## config.mk

```make
export PLATFORM = sky130hd
export DESIGN_NAME = or_check_monitor_flat
export DESIGN_NICKNAME = d
export VERILOG_FILES = /design/src/rtl/or_chk_pkg.sv /design/src/rtl/or_check_monitor_if.sv /design/src/rtl/sat_counter.sv /design/src/rtl/or_check_monitor.sv /design/src/flat_wrapper.sv
export SDC_FILE = /design/constraint.sdc
export NUM_CORES = 1
export LEC_CHECK = 0
export BUFFER_PORTS_ARGS = -buffer_cell sky130_fd_sc_hd__buf_4
export CAP_MARGIN = 20
export CORE_UTILIZATION = 53
export CTS_BUF_LIST = sky130_fd_sc_hd__clkbuf_8
export CTS_CLUSTER_SIZE = 16
export DETAILED_ROUTE_END_ITERATION = 6
export GPL_ROUTABILITY_DRIVEN = 0
export PLACE_DENSITY = 0.85
export SETUP_SLACK_MARGIN = 0.5
export SYNTH_ARGS = -nofsm -noshare
export SYNTH_HDL_FRONTEND = slang
export SYNTH_SLANG_ARGS = --single-unit
```

## constraint.sdc

```tcl
create_clock -name clk -period 2 [get_ports clk]
set_clock_uncertainty 0.05 [all_clocks]
set_input_delay 0.4 -clock clk [delete_from_list [all_inputs] [get_ports clk]]
set_output_delay 0.4 -clock clk [all_outputs]
set_load 0.02 [all_outputs]
```

## src/rtl/or_chk_pkg.sv

```systemverilog
// Shared types and default widths for the y == a | b run-time checker.
package or_chk_pkg;

    localparam int unsigned DEF_CNT_W = 16;
    localparam int unsigned DEF_DLY_W = 8;
    localparam int unsigned DEF_TS_W  = 32;

    typedef enum logic [1:0] {
        S_OFF  = 2'd0,
        S_ON   = 2'd1,
        S_PEND = 2'd2
    } chk_state_e;

    typedef struct packed {
        logic                 on;
        logic [DEF_DLY_W-1:0] delay;
    } chk_cmd_t;

endpackage

```

## src/rtl/or_check_monitor_if.sv

```systemverilog
// Sampled OR datapath signals plus the enable/disable command handshake.
interface or_check_monitor_if #(
    parameter int unsigned DLY_W = or_chk_pkg::DEF_DLY_W
);
    logic             a;
    logic             b;
    logic             y;
    logic             cmd_valid;
    logic             cmd_ready;
    logic             cmd_on;
    logic [DLY_W-1:0] cmd_delay;

    modport master (
        output a, b, y, cmd_valid, cmd_on, cmd_delay,
        input  cmd_ready
    );

    modport slave (
        input  a, b, y, cmd_valid, cmd_on, cmd_delay,
        output cmd_ready
    );
endinterface

```

## src/rtl/sat_counter.sv

```systemverilog
// Saturating up-counter with synchronous clear; clear wins over increment.
module sat_counter #(
    parameter int unsigned W = 16
) (
    input  logic         clk,
    input  logic         rst_n,
    input  logic         clr,
    input  logic         inc,
    output logic [W-1:0] q
);
    always_ff @(posedge clk) begin
        if (!rst_n) begin
            q <= '0;
        end else if (clr) begin
            q <= '0;
        end else if (inc && (q != '1)) begin
            q <= q + W'(1);
        end
    end
endmodule

```

## src/rtl/or_check_monitor.sv

```systemverilog
// Checks y == a | b every cycle while enabled; enable/disable arrive as
// delayed commands, and pass/fail statistics plus the first-fail stamp are kept.
module or_check_monitor
    import or_chk_pkg::*;
#(
    parameter int unsigned CNT_W       = DEF_CNT_W,
    parameter int unsigned DLY_W       = DEF_DLY_W,
    parameter int unsigned TS_W        = DEF_TS_W,
    parameter logic        EN_AT_RESET = 1'b1
) (
    input  logic                  clk,
    input  logic                  rst_n,
    or_check_monitor_if.slave     mon,
    input  logic                  clr,
    output logic                  chk_en,
    output logic [CNT_W-1:0]      pass_cnt,
    output logic [CNT_W-1:0]      fail_cnt,
    output logic                  fail_pulse,
    output logic                  first_fail_vld,
    output logic [TS_W-1:0]       first_fail_ts
);
    localparam chk_state_e RST_STATE = EN_AT_RESET ? S_ON : S_OFF;

    chk_state_e       state_q, state_d;
    logic [DLY_W-1:0] dly_q, dly_d;
    logic             target_q, target_d;
    logic             prev_en_q, prev_en_d;
    logic [TS_W-1:0]  cyc;
    logic             sample_ok, pass_inc, fail_inc;

    always_ff @(posedge clk) begin
        if (!rst_n) begin
            state_q   <= RST_STATE;
            dly_q     <= '0;
            target_q  <= 1'b0;
            prev_en_q <= EN_AT_RESET;
        end else begin
            state_q   <= state_d;
            dly_q     <= dly_d;
            target_q  <= target_d;
            prev_en_q <= prev_en_d;
        end
    end

    always_comb begin
        state_d   = state_q;
        dly_d     = dly_q;
        target_d  = target_q;
        prev_en_d = prev_en_q;
        case (state_q)
            S_OFF, S_ON: begin
                if (mon.cmd_valid) begin
                    state_d   = S_PEND;
                    dly_d     = mon.cmd_delay;
                    target_d  = mon.cmd_on;
                    prev_en_d = (state_q == S_ON);
                end
            end
            S_PEND: begin
                if (dly_q == '0) begin
                    state_d = target_q ? S_ON : S_OFF;
                end else begin
                    dly_d = dly_q - DLY_W'(1);
                end
            end
            default: state_d = RST_STATE;
        endcase
    end

    // While pending, the old enable stays visible until the delay expires.
    assign chk_en        = (state_q == S_ON) || ((state_q == S_PEND) && prev_en_q);
    assign mon.cmd_ready = (state_q != S_PEND);

    assign sample_ok = (mon.y == (mon.a | mon.b));
    assign pass_inc  = chk_en && sample_ok;
    assign fail_inc  = chk_en && !sample_ok;

    sat_counter #(.W(CNT_W)) u_pass_cnt (
        .clk   (clk),
        .rst_n (rst_n),
        .clr   (clr),
        .inc   (pass_inc),
        .q     (pass_cnt)
    );

    sat_counter #(.W(CNT_W)) u_fail_cnt (
        .clk   (clk),
        .rst_n (rst_n),
        .clr   (clr),
        .inc   (fail_inc),
        .q     (fail_cnt)
    );

    always_ff @(posedge clk) begin
        if (!rst_n) begin
            cyc            <= '0;
            fail_pulse     <= 1'b0;
            first_fail_vld <= 1'b0;
            first_fail_ts  <= '0;
        end else begin
            cyc        <= cyc + TS_W'(1);
            fail_pulse <= fail_inc;
            // Clear drops a same-cycle fail from the record; the pulse still fires.
            if (clr) begin
                first_fail_vld <= 1'b0;
                first_fail_ts  <= '0;
            end else if (fail_inc && !first_fail_vld) begin
                first_fail_vld <= 1'b1;
                first_fail_ts  <= cyc;
            end
        end
    end
endmodule
```

## src/flat_wrapper.sv

```systemverilog
// flat-port wrapper written by rule: the top's interface ports become plain ports
module or_check_monitor_flat import or_chk_pkg::*;
#(
    parameter int unsigned CNT_W       = DEF_CNT_W,
    parameter int unsigned DLY_W       = DEF_DLY_W,
    parameter int unsigned TS_W        = DEF_TS_W,
    parameter logic        EN_AT_RESET = 1'b1
)
  (clk, rst_n, clr, chk_en, pass_cnt, fail_cnt, fail_pulse, first_fail_vld, first_fail_ts, mon_a, mon_b, mon_y, mon_cmd_valid, mon_cmd_on, mon_cmd_delay, mon_cmd_ready);
  or_check_monitor_if #(.DLY_W(DLY_W)) mon_i ();
  input  logic clk;
  input  logic rst_n;
  input  logic clr;
  output logic chk_en;
  output logic [CNT_W-1:0] pass_cnt;
  output logic [CNT_W-1:0] fail_cnt;
  output logic fail_pulse;
  output logic first_fail_vld;
  output logic [TS_W-1:0] first_fail_ts;
  input wire logic [$bits(mon_i.a)-1:0] mon_a;
  input wire logic [$bits(mon_i.b)-1:0] mon_b;
  input wire logic [$bits(mon_i.y)-1:0] mon_y;
  input wire logic [$bits(mon_i.cmd_valid)-1:0] mon_cmd_valid;
  input wire logic [$bits(mon_i.cmd_on)-1:0] mon_cmd_on;
  input wire logic [$bits(mon_i.cmd_delay)-1:0] mon_cmd_delay;
  output wire logic [$bits(mon_i.cmd_ready)-1:0] mon_cmd_ready;
  assign mon_i.a = mon_a;
  assign mon_i.b = mon_b;
  assign mon_i.y = mon_y;
  assign mon_i.cmd_valid = mon_cmd_valid;
  assign mon_i.cmd_on = mon_cmd_on;
  assign mon_i.cmd_delay = mon_cmd_delay;
  assign mon_cmd_ready = mon_i.cmd_ready;
  or_check_monitor #(.CNT_W(CNT_W), .DLY_W(DLY_W), .TS_W(TS_W), .EN_AT_RESET(EN_AT_RESET)) u_core (.clk(clk), .rst_n(rst_n), .mon(mon_i), .clr(clr), .chk_en(chk_en), .pass_cnt(pass_cnt), .fail_cnt(fail_cnt), .fail_pulse(fail_pulse), .first_fail_vld(first_fail_vld), .first_fail_ts(first_fail_ts));
endmodule
```

# Word-level counts from Yosys, hierarchy flattened
# Cells that the tools add are included.
[word_totals]
register_bits = 110
latch_bits = 0
ramBits = 0
rom_bits = 0
inputBits = 16
wordCells = 49
n_memories = 0
[classes]
addsub = 4
n_mul = 0
n_div = 0
order_cmp = 0
n_eq_ne = 9
shifts = 0
muxes = 7
bitwise = 2
reduce_logical = 17
[op_table]
columns = ["op", "n"]
rows = [
  ["$add A16 B1 Y16 const B", 2],
  ["$add A32 B1 Y32 const B", 1],
  ["$ne A16 B16 Y1 const B", 2],
  ["$mux W8", 2],
  ["$pmux W8 S2", 1],
  ["$logic_not A8 Y1", 1],
  ["$sub A8 B1 Y8 const B", 1],
  ["$logic_and A1 B1 Y1", 6],
  ["$ne A2 B2 Y1 const B", 3],
  ["$mux W2", 2],
  ["$pmux W2 S2", 1],
  ["$reduce_and A2 Y1", 2],
  ["$reduce_or A2 Y1", 2],
  ["$reduce_and A3 Y1", 1],
  ["$eq A2 B1 Y1 const B", 1],
  ["$eq A2 B2 Y1 const B", 1],
  ["$logic_not A1 Y1", 2],
  ["$logic_not A2 Y1", 1],
  ["$ne A2 B1 Y1 const B", 1],
  ["$reduce_bool A2 Y1", 1],
  ["$eq A1 B1 Y1", 1],
  ["$logic_or A1 B1 Y1", 1],
  ["$mux W1", 1],
  ["$not A1 Y1", 1],
  ["$or A1 B1 Y1", 1],
]

# Longest topological paths before layout
[logic_depth]
word_depth = 5
mapped_depth = 6

# Hierarchy
# From an unflattened synthesis, not the netlist that was laid out.
[hier_totals]
cells_unflattened = 596
hier_area_um2 = 5098.6
[by_module_without_submodules]
columns = ["module", "instances", "cells_each", "area_each_um2", "seq_area_each_um2"]
rows = [
  ["or_check_monitor", 1, 414, 3369.5, 1561.5],
  ["sat_counter", 2, 91, 864.6, 320.3],
]

# Worst setup path before layout
# No wires, ideal clock.
[synth_timing]
path_kind = "input-to-reg"
startpoint = "input mon_b"
endpoint = "register u_core.u_pass_cnt.q[10]"
setup_time_ns = 0.115
t_arrival_ns = 1.882
t_required_ns = 1.835
setup_slack_ns = -0.047
cell_stages = 6
n_path_buf = 2
path_cell_list = "or3_1 -> buf_2 -> a221o_1 -> buf_2 -> o31a_1 -> o21a_1"
[synth_between]
elab_chain_len = 4
[synth_rtl]
columns = ["element", "line_no", "text"]
rows = [
  ["start, declared", "flat_wrapper.sv:21", "input wire logic [$bits(mon_i.b)-1:0] mon_b;"],
  ["$or A1 B1 Y1", "or_check_monitor.sv:74", "assign sample_ok = (mon.y == (mon.a | mon.b));"],
  ["$eq A1 B1 Y1", "or_check_monitor.sv:74", ""],
  ["$logic_and A1 B1 Y1", "or_check_monitor.sv:75", "assign pass_inc = chk_en && sample_ok;"],
  ["$logic_and A1 B1 Y1", "sat_counter.sv:16", "end else if (inc && (q != '1)) begin"],
  ["end signal, assigned", "sat_counter.sv:17", "q <= q + W'(1);"],
  ["end, declared", "sat_counter.sv:9", "output logic [W-1:0] q"],
]
# Every way passes these cells.
# A chain may end at the register's enable or synchronous reset.

# Worst setup path in the final report
[layout_timing]
startpoint = "register u_core.state_q[0]"
endpoint = "register u_core.first_fail_ts[27]"
[layout_between]
elab_chain_len = 5
[layout_rtl]
columns = ["element", "line_no", "text"]
rows = [
  ["start, declared", "or_check_monitor.sv:24", "chk_state_e state_q, state_d;"],
  ["start signal, assigned", "or_check_monitor.sv:38", "state_q <= state_d;"],
  ["$eq A2 B2 Y1", "or_check_monitor.sv:71", "assign chk_en = (state_q == S_ON) || ((state_q == S_PEND) && prev_en_q);"],
  ["$logic_and A1 B1 Y1", "or_check_monitor.sv:71", ""],
  ["$logic_or A1 B1 Y1 *", "or_check_monitor.sv:71", ""],
  ["$logic_and A1 B1 Y1 *", "or_check_monitor.sv:76", "assign fail_inc = chk_en && !sample_ok;"],
  ["$logic_and A1 B1 Y1 *", "or_check_monitor.sv:107", "end else if (fail_inc && !first_fail_vld) begin"],
  ["end signal, assigned", "or_check_monitor.sv:109", "first_fail_ts <= cyc;"],
  ["end, declared", "or_check_monitor.sv:20", "output logic [TS_W-1:0] first_fail_ts"],
]
# Every way passes the cells marked *; elsewhere a longest branch is shown, timed or not.

==> impl_metrics.json <==
{
  "reg2regPathDepth": 7,
  "yosys_most_used_dff": "dfxtp_1",
  "final_cells": 950,
  "status": "finished with violations",
  "synth_edf_count": 0,
  "setup_ws_ns": -0.278,
  "async_reset_ff_frac": 0,
  "antenna_found_initial": 0,
  "whs_path_depth": 3,
  "powerDensity_nw_per_um2": 528,
  "rows": 35,
  "synth_area_leaders": "dfxtp_1, nand2_1, a21oi_1",
  "area_growth_pct": 67.0,
  "fillers": 316,
  "fmax_mhz": 439,
  "drive_gt1_frac": 0.586,
  "start_util": 0.549,
  "cts_buffers": 9,
  "yosysWarnings": 0,
  "grt_setup_unrepaired": "yes",
  "grt_pass1_vias": 6203,
  "dpl_cell_area_sq_um": 6300,
  "worstPathRequired_ns": 2.27,
  "design_area_sq_um": 8520,
  "worstSetupPathType": "register to register",
  "coreArea_sq_um": 9280,
  "die_area_sq_um": 10000,
  "postCtsHoldBufs": 0,
  "power.leakage_nw": 3.31,
  "setup.worst_path.start_class": "register",
  "place.port_buffers": 83,
  "syn_inst": 616,
  "reg2reg_slack_ns": -0.28,
  "vias": 7019,
  "tightest_slew_ns": 0.694,
  "cts.clk_slew.worst_paths_ns": 0.12,
  "synth_area_per_cell_sq_um": 8.28,
  "cp-end-kind": "register",
  "initialDrtViolationCount": 840,
  "min_period_over_period": 1.14,
  "hpwl_microns": 9160,
  "syn-cell-area_sq_um": 5100,
  "placed_cells": 841,
  "cts_tree": "built",
  "yosysTopAreaCell": "dfxtp_1",
  "synth_cell_types": 59,
  "timing.final.hold_violations": 0,
  "vdd_ir_drop_max_mv": 0.360,
  "ys_seq_elements": 110,
  "gr-total-overflow": 0,
  "synth_top_area_share": 0.432,
  "die_w_microns": 100,
  "fin_setup_tns_ns": -7.36,
  "slew_headroom": 0.533,
  "ctsRootBufferMaster": "clkbuf_8",
  "cts.sinks": 110,
  "finalCriticalPeriod_ns": 2.28,
  "min_path_type": "input pin to register",
  "worstHoldStart": "mon_cmd_delay[4]",
  "fin_hold_ws_ns": 0.224,
  "reg2reg_to": "u_core.first_fail_ts[27]$_SDFFE_PP0P_",
  "die_h_microns": 100,
  "routed_wl_microns": 27100,
  "clk_path_buf_depth": 2,
  "wire_per_inst_microns": 28.6,
  "setup_violations": 41,
  "nets": 837,
  "path_max_fanout": 8,
  "io_pins": 84,
  "yosysSeqAreaShare": 0.432,
  "htreeDepth": 3,
  "cp.arrival_ns": 2.55,
  "crit_start": "u_core.state_q[0]$_SDFFE_PN1P_",
  "grt_use_total": 0.397,
  "drc": 4,
  "viasPerCell": 7.39,
  "slew_violations": 0,
  "preCtsSetupSlack_ns": -0.158,
  "hold_path_end": "u_core.dly_q[4]$_SDFFE_PN0P_",
  "ant_nets": 0,
  "syn_nets": 637,
  "diodes": 0,
  "grt_max_degree": 33,
  "clk_latency_ns": 0.39,
  "cap_viol_max_count": 0,
  "grt_pass1_wl_microns": 31500,
  "violations": "DRC, setup timing",
  "worstReg2RegStart": "u_core.state_q[0]$_SDFFE_PN1P_",
  "firstDrtPassIters": 7
}
[power by group]
part / total, W / switching (W) / internal (W)
registers: 0.00225 / 0.0000565 / 0.00219
logic: 0.000858 / 0.000488 / 0.000370
clock network: 0.00139 / 0.000908 / 0.000483
[critical path, stage by stage, from the launching register on]
cell,delay (ns)
dfxtp_4,0.39
nand3b_1,0.24
buf_6,0.19
a2111oi_4,0.68
buf_6,0.24
buf_16,0.17
nand2_1,0.06
a21oi_1,0.17
[cells in the final DEF (no fill, tap or decap), types with 5 or more instances in the layout]
cell      count
nand3_1      12
xnor2_1       6
o21ai_1       6
nand2_2       8
nor3_2        6
nor2_1       25
a21oi_2      46
dfxtp_1      54
nor4_4        9
nand2b_1      8
or4_1         9
and4_1        5
a21oi_1      26
nand4_1      16
o31ai_1      14
or4_4        20
inv_1        13
xor2_1        6
dfxtp_4      31
nand2_1      66
o31ai_2       5
buf_6        46
clkbuf_8      9
nand2_4      27
or3_1         8
buf_4       164
dfxtp_2      25
o21ai_0      11
[registers in the layout, indices dropped and copies added, names as in the netlist]
| register | count |
|---|---|
| u_core.cyc | 32 |
| u_core.first_fail_vld | 1 |
| u_core.u_pass_cnt.q | 16 |
| u_core.target_q | 1 |
| u_core.dly_q | 8 |
| u_core.u_fail_cnt.q | 16 |
| u_core.fail_pulse | 1 |
| u_core.first_fail_ts | 32 |
| u_core.state_q | 2 |
| u_core.prev_en_q | 1 |
[what timing repair did]
| item | CTS | global route |
|---|---|---|
| setup buffers | 62 | 26 |
| pin swaps | 64 | 68 |
| resized for setup | 160 | 168 |
| setup endpoints to repair | 97 | 116 |
| hold endpoints to repair | 0 | 0 |
| cloned | 5 | 0 |
[final cells by class]
cell class,instances,area [sq um],area share
multi-input combinational,461,3850,0.452
clock inverter,7,60.1,0.00705
sequential,110,2350,0.276
inverter,16,65.1,0.00764
clock buffer,9,124,0.0145
tap,129,161,0.0189
timing repair buffer,218,1910,0.224
[worst max path at each step]
| stage | endpoint | slack, ns | cells past startpoint |
|---|---|---|---|
| 5_1_grt | u_core.first_fail_ts[27]$_SDFFE_PP0P_ | -0.31 | 7 |
| 3_5_place_dp | u_core.u_pass_cnt.q[11]$_SDFFE_PP0P_ | -0.16 | 5 |
| 4_1_cts | u_core.cyc[28]$_SDFF_PN0_ | 0.14 | 4 |
| 6_report | u_core.first_fail_ts[27]$_SDFFE_PP0P_ | -0.28 | 7 |
| 2_1_floorplan | u_core.u_pass_cnt.q[15]$_SDFFE_PP0P_ | 0.05 | 4 |
| 3_3_place_gp | u_core.u_pass_cnt.q[11]$_SDFFE_PP0P_ | -0.11 | 5 |
[through the flow]
step | utilization | power [W]
3_5_place_dp | 0.678 | 0.00270
3_3_place_gp | 0.678 | 0.00268
2_1_floorplan | - | 0.00254
4_1_cts | 0.823 | 0.00414
6_report | 0.918 | 0.00450
5_1_grt | 0.918 | 0.00457
[synth_stat cells (3+ instances only)]
| cell type | n |
|---|---|
| a211oi_1 | 4 |
| a21oi_1 | 73 |
| and2_1 | 5 |
| and3_1 | 7 |
| and4_1 | 9 |
| buf_2 | 3 |
| clkbuf_1 | 24 |
| dfxtp_1 | 110 |
| ha_1 | 5 |
| inv_1 | 15 |
| mux2i_1 | 4 |
| nand2_1 | 101 |
| nand2b_1 | 11 |
| nand3_1 | 19 |
| nand3b_1 | 4 |
| nand4_1 | 16 |
| nor2_1 | 27 |
| nor2b_1 | 3 |
| nor3_1 | 10 |
| nor3b_1 | 3 |
| nor4_1 | 13 |
| o2111ai_1 | 3 |
| o211ai_1 | 3 |
| o21a_1 | 4 |
| o21ai_0 | 20 |
| o311ai_0 | 5 |
| o31ai_1 | 20 |
| o41ai_1 | 6 |
| or2_2 | 5 |
| or3_1 | 11 |
| or4_1 | 27 |
| xnor2_1 | 7 |
| xor2_1 | 7 |
[per-layer routing]
metal  routed length, microns  up-vias  global-route usage
met2                    11800      849               0.672
met5                        0        -                   0
met3                     3650      287              0.0752
met4                     2510        0               0.242
met1                     9130     3186               0.468
li1                         -     2697                   -
[logic make-up (layout without fill, tap and decap cells)]
logic type	after synthesis	count (layout)	share of synthesized area
simple gates	277	278	0.290
buf+inv	47	250	0.0373
mux	4	4	0.00785
flops	110	110	0.432
xor+xnor	14	14	0.0240
compound gates	159	160	0.197
fa+ha+maj	5	5	0.0123
(Power assumes the default switching activity.)
